[config.mk]
export PLATFORM = sky130hd
export DESIGN_NAME = stage_memory
export DESIGN_NICKNAME = d
export VERILOG_FILES = /design/src/rtl/core_pkg.sv /design/src/rtl/mem_align.sv /design/src/rtl/stage_memory.sv
export SDC_FILE = /design/constraint.sdc
export NUM_CORES = 1
export LEC_CHECK = 0
export ABC_AREA = 1
export BUFFER_PORTS_ARGS = -buffer_cell sky130_fd_sc_hd__buf_2
export CORE_AREA = 2 2 126 128
export DETAILED_ROUTE_END_ITERATION = 7
export DIE_AREA = 0 0 128 130
export GPL_TIMING_DRIVEN = 0
export MAX_ROUTING_LAYER = met4
export PLACE_DENSITY_LB_ADDON = 0.08
export SYNTH_ARGS = -nofsm -noshare
export SYNTH_HDL_FRONTEND = slang
export SYNTH_SLANG_ARGS = --single-unit
[constraint.sdc]
create_clock -name clk -period 3.3 [get_ports clk]
set_clock_uncertainty 0.2 [all_clocks]
set_input_delay 0.33 -clock clk [delete_from_list [all_inputs] [get_ports clk]]
set_output_delay 0.33 -clock clk [all_outputs]
set_load 0.1 [all_outputs]
[src/rtl/core_pkg.sv]
// Shared pipeline constants: funct3 access encodings, writeback source
// selects and the MEM-stage bus FSM state type.
package core_pkg;

    // Load access encodings (funct3)
    localparam logic [2:0] F3_LB  = 3'b000;
    localparam logic [2:0] F3_LH  = 3'b001;
    localparam logic [2:0] F3_LW  = 3'b010;
    localparam logic [2:0] F3_LBU = 3'b100;
    localparam logic [2:0] F3_LHU = 3'b101;

    // Store access encodings (funct3)
    localparam logic [2:0] F3_SB  = 3'b000;
    localparam logic [2:0] F3_SH  = 3'b001;
    localparam logic [2:0] F3_SW  = 3'b010;

    // Writeback result source selects
    localparam logic [1:0] ALU_RESULT = 2'b00;
    localparam logic [1:0] MEM_TO_REG = 2'b01;
    localparam logic [1:0] PC_PLUS    = 2'b10;

    typedef enum logic [1:0] {
        IDLE        = 2'b00,
        WAIT_GNT    = 2'b01,
        WAIT_RVALID = 2'b10
    } mem_state_t;

    // Access size is funct3[1:0]: 00 byte, 01 half, 10 word.
    function automatic logic is_misaligned(input logic [1:0] size, input logic [1:0] addr_lo);
        logic mis;
        case (size)
            2'b01:   mis = addr_lo[0];
            2'b10:   mis = (addr_lo != 2'b00);
            default: mis = 1'b0;
        endcase
        return mis;
    endfunction

endpackage

[src/rtl/mem_align.sv]
// Byte-lane alignment for the MEM stage: store byte enables and lane
// replication, load lane extraction with sign/zero extension.
module mem_align
    import core_pkg::*;
(
    input  logic [2:0]  funct3,
    input  logic [1:0]  addr_lo,
    input  logic [31:0] store_data,
    input  logic [31:0] rdata,
    output logic [3:0]  be,
    output logic [31:0] wdata,
    output logic [31:0] load_data,
    output logic        misaligned
);

    logic [7:0]  byte_s;
    logic [15:0] half_s;

    assign misaligned = is_misaligned(funct3[1:0], addr_lo);
    assign byte_s     = rdata[{addr_lo, 3'b000} +: 8];
    assign half_s     = rdata[{addr_lo[1], 4'b0000} +: 16];

    // Store side: enable the addressed lanes and replicate data across the word
    always_comb begin
        be    = 4'h0;
        wdata = 32'h0000_0000;
        case (funct3[1:0])
            2'b00: begin
                be    = 4'b0001 << addr_lo;
                wdata = {4{store_data[7:0]}};
            end
            2'b01: begin
                be    = 4'b0011 << addr_lo;
                wdata = {2{store_data[15:0]}};
            end
            2'b10: begin
                be    = 4'hF;
                wdata = store_data;
            end
            default: begin
                be    = 4'h0;
                wdata = 32'h0000_0000;
            end
        endcase
    end

    // Load side: pick the addressed lane and extend it to 32 bits
    always_comb begin
        load_data = rdata;
        case (funct3)
            F3_LB:   load_data = {{24{byte_s[7]}}, byte_s};
            F3_LH:   load_data = {{16{half_s[15]}}, half_s};
            F3_LW:   load_data = rdata;
            F3_LBU:  load_data = {24'h00_0000, byte_s};
            F3_LHU:  load_data = {16'h0000, half_s};
            default: load_data = rdata;
        endcase
    end

endmodule

[src/rtl/stage_memory.sv]
// MEM stage of the RV32I pipeline: issues loads/stores on the req/gnt/rvalid
// bus, stalls upstream while an access is outstanding and registers the
// result bundle for writeback.
module stage_memory
    import core_pkg::*;
#(
    parameter int XLEN = 32
) (
    input  logic            clk,
    input  logic            rst,
    input  logic            ex_valid,
    input  logic [4:0]      ex_rd,
    input  logic [1:0]      ex_result_src,
    input  logic [XLEN-1:0] ex_alu_result,
    input  logic [XLEN-1:0] ex_write_data,
    input  logic [XLEN-1:0] ex_instr_addr_plus,
    input  logic [2:0]      ex_funct3,
    input  logic            ex_mem_rd_enable,
    input  logic            ex_mem_wr_enable,
    input  logic            ex_regfile_wr_enable,
    output logic [4:0]      mem_rd,
    output logic [1:0]      mem_result_src,
    output logic [XLEN-1:0] mem_alu_result,
    output logic [XLEN-1:0] mem_read_data,
    output logic [XLEN-1:0] mem_instr_addr_plus,
    output logic            mem_regfile_wr_enable,
    output logic            mem_stall,
    output logic            mem_misaligned,
    output logic            dbus_req,
    output logic            dbus_we,
    output logic [XLEN-1:0] dbus_addr,
    output logic [3:0]      dbus_be,
    output logic [XLEN-1:0] dbus_wdata,
    input  logic            dbus_gnt,
    input  logic            dbus_rvalid,
    input  logic [XLEN-1:0] dbus_rdata
);

    mem_state_t  state_r;
    mem_state_t  next_state_s;
    logic        mem_op_s;
    logic        misaligned_s;
    logic        issue_s;
    logic        is_load_s;
    logic        req_s;
    logic        stall_s;
    logic        done_s;
    logic [31:0] load_data_s;

    assign mem_op_s  = ex_valid & (ex_mem_rd_enable | ex_mem_wr_enable);
    assign issue_s   = mem_op_s & ~misaligned_s;
    assign is_load_s = ex_mem_rd_enable;

    mem_align u_align (
        .funct3     (ex_funct3),
        .addr_lo    (ex_alu_result[1:0]),
        .store_data (ex_write_data),
        .rdata      (dbus_rdata),
        .be         (dbus_be),
        .wdata      (dbus_wdata),
        .load_data  (load_data_s),
        .misaligned (misaligned_s)
    );

    // Request is gated by rst so it drops the moment reset is asserted.
    assign dbus_req  = req_s & ~rst;
    assign dbus_we   = req_s & ~is_load_s;
    assign dbus_addr = {ex_alu_result[XLEN-1:2], 2'b00};
    assign mem_stall = stall_s & ~rst;

    // Bus FSM next state, request, stall and completion decode
    always_comb begin
        next_state_s = state_r;
        req_s        = 1'b0;
        stall_s      = 1'b0;
        done_s       = 1'b0;
        case (state_r)
            IDLE: begin
                if (issue_s) begin
                    req_s = 1'b1;
                    if (dbus_gnt) begin
                        if (is_load_s) begin
                            next_state_s = WAIT_RVALID;
                            stall_s      = 1'b1;
                        end else begin
                            done_s = 1'b1;
                        end
                    end else begin
                        next_state_s = WAIT_GNT;
                        stall_s      = 1'b1;
                    end
                end else begin
                    next_state_s = IDLE;
                end
            end
            WAIT_GNT: begin
                req_s = 1'b1;
                if (dbus_gnt) begin
                    if (is_load_s) begin
                        next_state_s = WAIT_RVALID;
                        stall_s      = 1'b1;
                    end else begin
                        next_state_s = IDLE;
                        done_s       = 1'b1;
                    end
                end else begin
                    stall_s = 1'b1;
                end
            end
            WAIT_RVALID: begin
                if (dbus_rvalid) begin
                    next_state_s = IDLE;
                    done_s       = 1'b1;
                end else begin
                    stall_s = 1'b1;
                end
            end
            default: begin
                next_state_s = IDLE;
            end
        endcase
    end

    // Bus FSM state register; reset abandons any access in flight
    always_ff @(posedge clk or posedge rst) begin
        if (rst) begin
            state_r <= IDLE;
        end else begin
            state_r <= next_state_s;
        end
    end

    // Writeback bundle: bubble while stalled, otherwise capture the retiring op
    always_ff @(posedge clk or posedge rst) begin
        if (rst) begin
            mem_rd                <= 5'd0;
            mem_result_src        <= 2'b00;
            mem_alu_result        <= '0;
            mem_read_data         <= '0;
            mem_instr_addr_plus   <= '0;
            mem_regfile_wr_enable <= 1'b0;
            mem_misaligned        <= 1'b0;
        end else if (stall_s) begin
            mem_regfile_wr_enable <= 1'b0;
            mem_misaligned        <= 1'b0;
        end else begin
            mem_rd                <= ex_rd;
            mem_result_src        <= ex_result_src;
            mem_alu_result        <= ex_alu_result;
            mem_instr_addr_plus   <= ex_instr_addr_plus;
            mem_read_data         <= (done_s && is_load_s) ? load_data_s : 32'h0000_0000;
            mem_regfile_wr_enable <= ex_valid & ex_regfile_wr_enable & ~(mem_op_s & misaligned_s);
            mem_misaligned        <= mem_op_s & misaligned_s;
        end
    end

endmodule

[Word-level counts from Yosys, hierarchy flattened]
Cells that the tools add are included.
W data, S select, Z words.
Storage, ports and cells
  register bits: 107
  output and inout bits: 176
  input port bits: 146
  word-level logic and storage cells: 67
Cells by class
  eq/ne operators: 10
  bitwise gates (word level): 13
  multiplexer cells: 26
  reductions and logical operators: 6
  shifts and indexed selects: 4
Operators by type and width (number)
  $pmux W32 S4: 1
  $pmux W32 S3: 1
  $mux W32: 1
  $shiftx A32 B6 Y16: 1
  $shiftx A32 B6 Y8: 1
  $mux W2: 6
  $pmux W4 S3: 1
  $mux W1: 11
  $and A1 B1 Y1: 8
  $eq A3 B3 Y1 const B: 2
  $pmux W1 S3: 2
  $pmux W2 S3: 1
  $eq A2 B1 Y1 const B: 2
  $eq A2 B2 Y1 const B: 2
  $logic_not A2 Y1: 2
  $ne A2 B2 Y1 const B: 2
  $ne A4 B4 Y1 const B: 1
  $not A1 Y1: 4
  $pmux W1 S2: 2
  $shl A1 B2 Y4 const A: 1
  $shl A2 B2 Y4 const A: 1
  $eq A3 B1 Y1 const B: 1
  $logic_not A3 Y1: 1
  $reduce_and A3 Y1: 1
  other kinds (3): 3

[Depth between registers and ports, before layout]
  word-level depth: 8
  mapped depth: 12

[Modules after synthesis]
Synthesis repeated with hierarchy kept, for this count alone.
Second synthesis, totals
  cells, all modules: 838
  area, all modules: 6093.3 µm²
Modules (own cells, without submodules)
  stage_memory: cells each 528, sequential area each 2677.6 µm², area each 4590.7 µm², instances 1
  mem_align: cells each 310, sequential area each 0.0 µm², area each 1502.7 µm², instances 1

[Worst setup path after synthesis]
OpenSTA, ideal clock, no wires.
  path kind: input to output
  start point: in ex_funct3[1]
  end point: out dbus_wdata[0]
  buffers on the path: 1
  stages on the path: 7
  path slack: -399 ps
  arrival: 3169 ps
  cells stage by stage: inv_1 -> ha_1 -> nor2_1 -> inv_1 -> clkbuf_1 -> nor2_1 -> nor3_1
On the way
  longest elaborated chain between the ends: 2
  elaborated cells between the ends (all ways): 4
Ends and longest elaborated chain
  from (decl): line stage_memory.sv:17  | input logic [2:0] ex_funct3,
  $eq A2 B2 Y1 (tied with other cells): line mem_align.sv:27  | case (funct3[1:0])
  $pmux W32 S3 *: line mem_align.sv:27
  to (decl): line stage_memory.sv:33  | output logic [XLEN-1:0] dbus_wdata,
Every way passes the cells marked *; elsewhere a longest branch is shown, timed or not.

[Worst setup path in the final report]
  start point: in dbus_gnt
  end point: out mem_stall
On the way
  longest elaborated chain between the ends: 4
Ends and longest elaborated chain
  from (decl): line stage_memory.sv:34  | input logic dbus_gnt,
  $mux W1 *: line stage_memory.sv:81  | if (dbus_gnt) begin
  $mux W1: line stage_memory.sv:79  | if (issue_s) begin
  $pmux W1 S3 *: line stage_memory.sv:77  | case (state_r)
  $and A1 B1 Y1 *: line stage_memory.sv:69  | assign mem_stall = stall_s & ~rst;
  to (decl): line stage_memory.sv:27  | output logic mem_stall,
Marks and branches as above.

==> impl_table.tex <==
\begin{tabular}{lr}
\hline
Metric & Value \\
\hline
\multicolumn{2}{l}{\textbf{Route}} \\
Vias per cell & 4.70 \\
Number of DRC violations after detailed-routing iteration 0 & 303 \\
Count of antenna-violating nets left after detailed routing & 0 \\
Total iterations of the first detailed-routing run & 4 \\
Via count & 6376 \\
Total wirelength of the detailed-routed design & 19500 µm \\
Post-detailed-route wirelength per cell & 14.4 µm \\
Post-detailed-route DRC marker count & 0 \\
\multicolumn{2}{l}{\textbf{Die}} \\
Die area & 16600 µm² \\
Die H & 130 µm \\
Die width & 128 µm \\
Area of the core region & 15400 µm² \\
Floorplan row count & 46 \\
I/O pin count & 322 \\
Initial cell density of the core & 0.378 \\
\multicolumn{2}{l}{\textbf{Placed design}} \\
\# port buffers & 318 \\
Minimum setup slack after placement & 0.351 ns \\
Post-DP HPWL & 15000 µm \\
Cell count after placement & 1308 \\
Area after DPL & 7730 µm² \\
Placer congestion estimate & 0.857 \\
\multicolumn{2}{l}{\textbf{Global routing}} \\
Congestion Overflow GR & 0 \\
Number of global-route vias before repair & 5855 \\
Wire length of the first global-routing pass & 29800 µm \\
Pin count of the biggest net entering global routing & 35 \\
Initial antenna violation count & 0 \\
GR Util All Layers & 0.236 \\
\multicolumn{2}{l}{\textbf{Run}} \\
\# Max-Cap Violations & 0 \\
\multicolumn{2}{l}{\textbf{Logic synthesis}} \\
Main synth FF type & dfrtp\_1 \\
Seq/Total Area, Yosys & 0.460 \\
Share of the synthesized area in the top cell type & 0.460 \\
Count of warnings emitted by yosys & 0 \\
Average instance area after synthesis & 7.33 µm² \\
Post-synthesis cell count & 794 \\
Top-count cell post-synth & nand2\_1 \\
Number of synthesized flops with an enable pin & 0 \\
\#FFs+latches synth & 107 \\
Cell type with the highest aggregate area in the netlist & dfrtp\_1 \\
Mapped Area & 5820 µm² \\
Synth cell count leaders & nand2\_1, nand3\_1, dfrtp\_1 \\
Share of async-settable or async-resettable flops after synthesis & 1.00 \\
Synth top area cells & dfrtp\_1, nand2\_1, nand3\_1 \\
Library cells used by synthesis & 27 \\
\multicolumn{2}{l}{\textbf{Clock tree}} \\
CTS buffer count & 9 \\
TritonCTS clock tree & done \\
Clock-pin slew on the worst setup and hold paths & 0.08 ns \\
Maximum root-to-sink buffer count & 2 \\
Post-cts gate resize count & 0 \\
Clk\_lat worst skew & 0.35 ns \\
Root Buffer Master & clkbuf\_16 \\
H-tree depth & 3 \\
Count of clock tree sinks & 107 \\
\multicolumn{2}{l}{\textbf{STA}} \\
Total negative setup slack & 0 ns \\
Final slew viol count & 0 \\
Crit share post-route & 0.889 \\
Worst-case hold slack & 0.0124 ns \\
F\_max & 0.341 GHz \\
Slew @ Worst Pin & 0.563 ns \\
Min Tclk post-route & 2.93 ns \\
Setup repair after global routing missed its margin & false \\
Setup WS post-layout & 0.366 ns \\
Count of final hold-check violations & 0 \\
Worst relative slew slack & 0.622 \\
Final setup violation count & 0 \\
\multicolumn{2}{l}{\textbf{Setup path}} \\
Maximum fanout encountered on the critical timing path & 10 \\
Crit path required time & 2.77 ns \\
Classification of the worst setup path & in -> out \\
Kind of launch point of the worst setup path & input pin \\
Arrival time of data at the critical path endpoint & 2.40 ns \\
Endpoint type of the worst setup path & output pin \\
\multicolumn{2}{l}{\textbf{Final layout}} \\
Layout net count & 1311 \\
Finished Cell Area & 8330 µm² \\
Final core utilization & 0.540 \\
Area Overhead vs Synth & 43.1\% \\
Non-Filler Instances & 1357 \\
Share of post-route cells with drive strength above 1 & 0.350 \\
Antenna diode count & 0 \\
Fillers & 1614 \\
\multicolumn{2}{l}{\textbf{Power and ir drop}} \\
Worst VDD drop & 0.392 mV \\
Power density cells & 876 nW/µm² \\
Leakage power summed over all cells & 4.98 nW \\
Overall power of the completed layout & 7.30 mW \\
\multicolumn{2}{l}{\textbf{Outcome}} \\
Status & completed \\
\multicolumn{2}{l}{\textbf{Worst hold path}} \\
Worst min-delay path category & in -> reg \\
\hline
\end{tabular}
flip-flops by register name, summed over array words and instances, names as in the netlist:
| name | flops |
|---|---|
| mem_misaligned | 1 |
| state_r | 2 |
| mem_result_src | 2 |
| mem_rd | 5 |
| mem_regfile_wr_enable | 1 |
| mem_read_data | 32 |
| mem_alu_result | 32 |
| mem_instr_addr_plus | 32 |
metal layers:
layer | global-route usage | part of all wire | wire, µm
met5 | - | 0 | 0
met4 | 0.0840 | 0.021 | 406
met3 | 0.0295 | 0.055 | 1070
met2 | 0.385 | 0.48 | 9340
met1 | 0.304 | 0.44 | 8670
final timing paths:
check                                        start                       to  slack, ns  cells after the start
max in group asynchronous                      rst       mem_alu_result[19]       1.65                      6
setup / recovery                          dbus_gnt                mem_stall       0.37                      9
setup reg to reg                        state_r[1]   mem_instr_addr_plus[7]       1.36                      9
min in group asynchronous                      rst    mem_regfile_wr_enable       0.30                      3
hold reg to reg            mem_instr_addr_plus[31]  mem_instr_addr_plus[31]       0.26                      2
hold / removal              ex_instr_addr_plus[10]  mem_instr_addr_plus[10]       0.01                      3
cells in the final DEF, fill, tap and decap left out:
| cell | Yosys | routed |
|---|---|---|
| a21oi_1 | 15 | 14 |
| a21oi_2 | 0 | 1 |
| a22oi_1 | 8 | 8 |
| buf_1 | 1 | 1 |
| buf_12 | 0 | 3 |
| buf_2 | 15 | 333 |
| buf_4 | 35 | 35 |
| buf_6 | 6 | 6 |
| clkbuf_1 | 21 | 22 |
| clkbuf_16 | 0 | 9 |
| clkinv_1 | 2 | 2 |
| clkinv_2 | 0 | 2 |
| clkinvlp_4 | 0 | 2 |
| conb_1 | 1 | 2 |
| dfrtp_1 | 107 | 107 |
| dlygate4sd3_1 | 0 | 33 |
| ha_1 | 5 | 5 |
| inv_1 | 53 | 52 |
| inv_6 | 0 | 2 |
| inv_8 | 0 | 1 |
| nand2_1 | 310 | 310 |
| nand2_2 | 3 | 3 |
| nand2_4 | 1 | 1 |
| nand3_1 | 116 | 116 |
| nand3b_1 | 1 | 1 |
| nand4_4 | 1 | 1 |
| nor2_1 | 37 | 37 |
| nor2_2 | 2 | 2 |
| nor3_1 | 8 | 8 |
| o21a_1 | 1 | 1 |
| o21ai_0 | 28 | 24 |
| o21ai_1 | 1 | 5 |
| o221ai_1 | 1 | 1 |
| o22ai_1 | 8 | 8 |
| or2_2 | 7 | 7 |
logic make-up (layout without fill, tap and decap cells):
group                      after synthesis  in the layout  synth area share
and+or+nand+nor                        486            486             0.350
AOI/OAI and AO/OA                       62             62            0.0595
DFF                                    107            107             0.460
buffers and inverters                  133            503             0.119
adders and majority gates                5              5            0.0107
other                                    1              2          0.000644
critical path, stage by stage:
cell and delay (ns):
dlygate4sd3_1 0.51, buf_2 0.14, inv_1 0.04, nor2_1 0.21, o21a_1 0.17, buf_4 0.21, clkbuf_1 0.39, a21oi_2 0.09
buf_2 0.30
report_power, final:
part | switching [mW] | internal [mW]
Sequential | 0.161 | 1.64
Clock | 0.513 | 0.521
Combinational | 3.77 | 0.696
layout make-up:
| class | count | area [µm²] | area share |
|---|---|---|---|
| buffer | 78 | 488 | 0.0586 |
| timing repair buffer | 354 | 1980 | 0.238 |
| clock buffer | 10 | 229 | 0.0275 |
| clock inverter | 6 | 46.3 | 0.00556 |
| inverter | 55 | 210 | 0.0252 |
| sequential | 107 | 2680 | 0.321 |
| tap | 192 | 240 | 0.0288 |
| multi-input combinational | 555 | 2460 | 0.295 |
repair_timing:
action | in CTS | in global routing
hold endpoints to repair | 44 | 0
buffers inserted | 0 | 0
hold buffers | 33 | 0
Note: power is estimated with default switching activity, not from simulation.
